<file path="src/rtl/be_stream_to_le_word.sv">
// Big-endian byte stream to little-endian word reassembler.
// Bytes arrive MSB first and are packed into right-aligned DATA_W words with a byte count.
//
// state   | meaning
// COLLECT | accepting bytes into acc; a closing byte goes straight to the output register when it is free
// PENDING | a closed word waits in acc/cnt for the output register; byte input is stalled
module be_stream_to_le_word #(
  parameter int DATA_W = 32,
  parameter int BYTE   = 8,
  localparam int NBYTES = DATA_W / BYTE,
  localparam int CNT_W  = $clog2(NBYTES) + 1
) (
  input  logic              clk,
  input  logic              reset,
  input  logic [BYTE-1:0]   be_byte_i,
  input  logic              be_valid_i,
  input  logic              be_last_i,
  output logic              be_ready_o,
  output logic [DATA_W-1:0] le_data_o,
  output logic [CNT_W-1:0]  le_bytes_o,
  output logic              le_valid_o,
  input  logic              le_ready_i
);

  if ((DATA_W % BYTE) != 0 || NBYTES < 2) begin : g_param_check
    $error("be_stream_to_le_word: DATA_W must be a multiple of BYTE with at least two lanes");
  end

  typedef enum logic {COLLECT, PENDING} state_t;

  state_t            state_q, state_d;
  logic [DATA_W-1:0] acc_q, acc_d;
  logic [CNT_W-1:0]  cnt_q, cnt_d;

  logic              out_free;
  logic              byte_hs;
  logic              closing;
  logic [DATA_W-1:0] shifted;
  logic              load;
  logic [DATA_W-1:0] load_data;
  logic [CNT_W-1:0]  load_bytes;

  // Ready depends only on registered state (and reset), never on the incoming byte.
  assign be_ready_o = (state_q == COLLECT) && !reset;
  assign out_free   = !le_valid_o || le_ready_i;
  assign byte_hs    = be_valid_i && be_ready_o;
  assign shifted    = {acc_q[DATA_W-BYTE-1:0], be_byte_i};
  assign closing    = be_last_i || (cnt_q == CNT_W'(NBYTES - 1));

  always_comb begin
    state_d    = state_q;
    acc_d      = acc_q;
    cnt_d      = cnt_q;
    load       = 1'b0;
    load_data  = '0;
    load_bytes = '0;

    unique case (state_q)
      COLLECT: begin
        if (byte_hs) begin
          if (!closing) begin
            acc_d = shifted;
            cnt_d = cnt_q + CNT_W'(1);
          end else if (out_free) begin
            load       = 1'b1;
            load_data  = shifted;
            load_bytes = cnt_q + CNT_W'(1);
            acc_d      = '0;
            cnt_d      = '0;
          end else begin
            // In PENDING, cnt holds the final byte count rather than an index.
            acc_d   = shifted;
            cnt_d   = cnt_q + CNT_W'(1);
            state_d = PENDING;
          end
        end
      end
      PENDING: begin
        if (out_free) begin
          load       = 1'b1;
          load_data  = acc_q;
          load_bytes = cnt_q;
          acc_d      = '0;
          cnt_d      = '0;
          state_d    = COLLECT;
        end
      end
      default: state_d = COLLECT;
    endcase
  end

  always_ff @(posedge clk) begin
    if (reset) begin
      state_q <= COLLECT;
      acc_q   <= '0;
      cnt_q   <= '0;
    end else begin
      state_q <= state_d;
      acc_q   <= acc_d;
      cnt_q   <= cnt_d;
    end
  end

  always_ff @(posedge clk) begin
    if (reset) begin
      le_valid_o <= 1'b0;
      le_data_o  <= '0;
      le_bytes_o <= '0;
    end else if (load) begin
      le_valid_o <= 1'b1;
      le_data_o  <= load_data;
      le_bytes_o <= load_bytes;
    end else if (le_valid_o && le_ready_i) begin
      le_valid_o <= 1'b0;
    end
  end

endmodule

</file>
<file path="config.mk">
export PLATFORM = sky130hd
export DESIGN_NAME = be_stream_to_le_word
export DESIGN_NICKNAME = d
export VERILOG_FILES = /design/src/rtl/be_stream_to_le_word.sv
export SDC_FILE = /design/constraint.sdc
export NUM_CORES = 1
export LEC_CHECK = 0
export ABC_AREA = 1
export CAP_MARGIN = 20
export CORE_ASPECT_RATIO = 0.5
export CORE_MARGIN = 2
export CORE_UTILIZATION = 50
export DETAILED_ROUTE_END_ITERATION = 10
export PLACE_DENSITY = 0.78
export SYNTH_ARGS = -nofsm -noshare
export SYNTH_HDL_FRONTEND = slang
export SYNTH_SLANG_ARGS = --single-unit
</file>
<file path="constraint.sdc">
create_clock -name clk -period 2.4 [get_ports clk]
set_clock_uncertainty 0.1 [all_clocks]
set_input_delay 0.48 -clock clk [delete_from_list [all_inputs] [get_ports clk]]
set_output_delay 0.48 -clock clk [all_outputs]
set_load 0.01 [all_outputs]
</file>
==> parameters.txt, run 1 <==
Parameter                              Value

Critical path
  Data required, critical path ... 1820 ps
  R2R cell count ... 7
  Crit. Startpoint ... reset
  Crit path launch type ... input port
  Slowest cell delay on critical path ... 530 ps
  Reg2reg end ... le_data_o[5]$_SDFFE_PP0P_
  Destination of the critical timing path ... be_ready_o
  Critical Path Fanout Max ... 3
  Crit end category ... output pin
  Register-to-Register Setup Slack ... 290 ps
  Cell type with the highest occurrence count on the critical path ... clkdlybuf4s50_1
  Cell Chain, Critical Path ... clkdlybuf4s50_1 > inv_2 > nand2_2 > inv_1 > clkdlybuf4s50_1
  Crit Path Class ... input port to output pin
  CP max-delay cell ... clkdlybuf4s50_1
  Origin of the critical flop-to-flop path ... cnt_q[0]$_SDFFE_PP0P_
  Arrival time at the worst endpoint ... 1690 ps

Clocking
  Clock buffer count from CTS ... 9
  Clock sink total ... 72
  Clk_lat worst skew ... 340 ps
  Clk pin slew, worst setup/hold paths ... 60 ps
  TritonCTS clock tree ... yes
  H-tree levels ... 3
  Deepest clock path buffer count ... 2
  CTS root buf ... clkbuf_16
  CTS resizes ... 0
  Hold bufs inserted after CTS ... 0
  Count of buffers added by post-CTS timing repair for setup ... 0

Drt
  ANT nets after route ... 0
  DRC violations left ... 0
  Routed WL ... 9062 um
  Starting DRC count in detailed routing ... 293
  Detailed-router iteration count before antenna repair ... 5
  Mean routed wirelength per cell ... 13.29 um
  Vias/cell ... 5.166
  Via count of the routed design ... 3523

Floorplan
  Standard cell core area ... 6805 um^2
  Placement Rows ... 21
  Die Area ... 7880 um^2
  Number of top-level design ports ... 50
  Die height ... 63.78 um
  Initial cell density of the core ... 52.51%
  Die Width ... 123.6 um

STA
  Actual slew at the worst max-slew pin ... 919.9 ps
  Max_slew headroom ... 38.54%
  Number of hold-slack violations in the final timing report ... 0
  Total Neg Setup Slack ... 0 ps
  Tcrit/Tclk final ... 94.45%
  Final min period ... 2267 ps
  Final number of setup-violating endpoints ... 0
  Max Clk Rate ... 441.2 MHz
  Worst Hold Margin ... 392.5 ps
  Setup repair after global routing missed its margin ... false
  Count of final max-slew check failures ... 0

Global route
  Vias in the first global route ... 3148
  Antenna violations before repair ... 0
  Overall global routing resource usage ... 24.74%
  Overall overflow remaining after global route ... 0
  Wire length of the first global-routing pass ... 15240 um
  Pin count of the biggest net entering global routing ... 64

Layout
  Layout-stage area growth over the synthesis result ... 23.25%
  Highest-count cells in the layout ignoring fill and taps ... nand2_1 (96), nand3_1 (94), nor2_1 (85), dfxtp_1 (72), inv_1 (53)
  Most common library cell in the layout ignoring fill and taps ... nand2_1
  Total Nets Final ... 600
  End-of-flow core utilization ... 64.72%
  Final std cell area, no fill ... 4404 um^2
  Share of cells above drive strength 1 ... 7.288%
  Number of fill cells in the layout ... 643
  Number of diodes added for antenna fixing ... 0

Logic synthesis
  Number of distinct standard cells referenced by the synthesized netlist ... 19
  Yosys warns ... 0
  Synthesized netlist cell count ... 549
  Area of the mapped netlist ... 3573 um^2
  Mean instance size in the synthesized netlist ... 6.509 um^2
  Syn_nets ... 564
  #FFs+latches synth ... 72
  Register area share after synthesis ... 40.34%

Power
  Ratio of total power to cell area ... 684.1 nW/um^2
  Total net switching power ... 773.8 uW
  Int Pwr ... 2.239 mW
  Power share of the clock group ... 43.4%
  Largest voltage drop on the vdd net ... 0.4371 mV
  Leakage Power ... 1.892 nW
  Proportion of power drawn by flip-flops and latches ... 43.6%
  Switching power as a share of total power ... 25.68%
  Power share of the combinational group ... 13.0%

Min path
  Hold Path Cell Cnt ... 2
  Hold crit path type ... register to register

Job
  Max_cap viols ... 0

Placed design
  Half-perimeter wire length after detailed placement ... 5572 um
  Number of buffers inserted by port buffering ... 49
  Routability cong. ... 0.8505
  Placement-stage cell area ... 4115 um^2

Run status
  Outcome ... completed
[worst min path at each step]
stage                          startpoint                    endpoint  slack [ps]
2_1_floorplan       acc_q[2]$_SDFFE_PP0P_      acc_q[10]$_SDFFE_PP0P_         380
3_5_place_dp   le_bytes_o[0]$_SDFFE_PP0P_  le_bytes_o[0]$_SDFFE_PP0P_         380
3_3_place_gp   le_bytes_o[0]$_SDFFE_PP0P_  le_bytes_o[0]$_SDFFE_PP0P_         390
6_report       le_bytes_o[0]$_SDFFE_PP0P_  le_bytes_o[0]$_SDFFE_PP0P_         390
5_1_grt        le_bytes_o[0]$_SDFFE_PP0P_  le_bytes_o[0]$_SDFFE_PP0P_         410
4_1_cts        le_bytes_o[0]$_SDFFE_PP0P_  le_bytes_o[0]$_SDFFE_PP0P_         390
[metrics by stage]
step                      total power [mW]  cells  setup slack, ps
after floorplan                      1.577    549            805.6
after global placement               1.721    666            13.06
after detailed placement             1.727    666           -19.29
after CTS                            3.028    682            126.6
after global routing                 3.140    682            67.77
final                                3.013    682            133.2
[metal layers]
metal	vias to the layer above	track usage, %	part of all wire, %
met4	0	6.960	1.3
met3	10	6.607	7.9
met2	124	35.71	43
met5	-	0	0
met1	1560	36.15	48
li1	1829	-	-
[Yosys cell counts]
master | n | area (um^2)
o21ai_0 | 41 | 205.2
buf_2 | 22 | 110.1
nand3_1 | 94 | 470.5
ha_1 | 2 | 25.02
inv_1 | 53 | 198.9
nor2_1 | 85 | 319.1
buf_1 | 1 | 3.750
o21ai_1 | 16 | 80.08
a21oi_1 | 38 | 190.2
nand2_2 | 3 | 18.77
nand2_1 | 96 | 360.4
dfxtp_1 | 72 | 1441
nand2_4 | 1 | 11.26
clkbuf_1 | 15 | 56.30
nor2_4 | 1 | 11.26
a21oi_4 | 1 | 16.27
buf_6 | 3 | 33.78
nor2_2 | 1 | 6.260
inv_2 | 4 | 15.01
[worst max-delay path: cells and delay by family]
kind | cells | cell delay, ps
buffers and inverters | 4 | 1140
AND/OR/NAND/NOR | 1 | 60
[sequential cells by signal, summed over array words and instances (netlist names)]
signal / flops
acc_q: 32
cnt_q: 3
le_bytes_o: 3
le_data_o: 32
le_valid_o: 1
state_q: 1
[area by class of cell]
class	count	area [um^2]	area share [%]
flip-flops and latches	72	1441	32.73
inverters	57	214.0	4.858
clock inverters	6	60.06	1.364
multi-input cells	379	1714	38.92
well taps	92	115.1	2.614
repair buffers	66	630.6	14.32
clock buffers	10	229.0	5.199
[kinds of logic after synthesis]
logic type / share of synthesized area (%)
fa+ha+maj: 0.7002
compound gates: 13.76
flops: 40.34
simple gates: 33.51
buf+inv: 11.69
[power groups by stage]
stage	registers (mW)	clock network, mW	logic (mW)
2_1_floorplan	1.34	0	0.233
3_3_place_gp	1.34	0	0.383
3_5_place_dp	1.34	0	0.388
4_1_cts	1.31	1.32	0.391
5_1_grt	1.32	1.38	0.439
6_report	1.31	1.31	0.391
No activity file was read; power rests on OpenSTA's default activity.
==> run 2, diff against run 1 <==
--- a/config.mk
+++ b/config.mk
@@ -11,6 +11,7 @@
 export CORE_MARGIN = 2
 export CORE_UTILIZATION = 50
 export DETAILED_ROUTE_END_ITERATION = 10
+export GPL_TIMING_DRIVEN = 1
 export PLACE_DENSITY = 0.78
 export SYNTH_ARGS = -nofsm -noshare
 export SYNTH_HDL_FRONTEND = slang
==> results of run 2 <==
No change in the layout: final DEF, timing and power equal those of run 1.
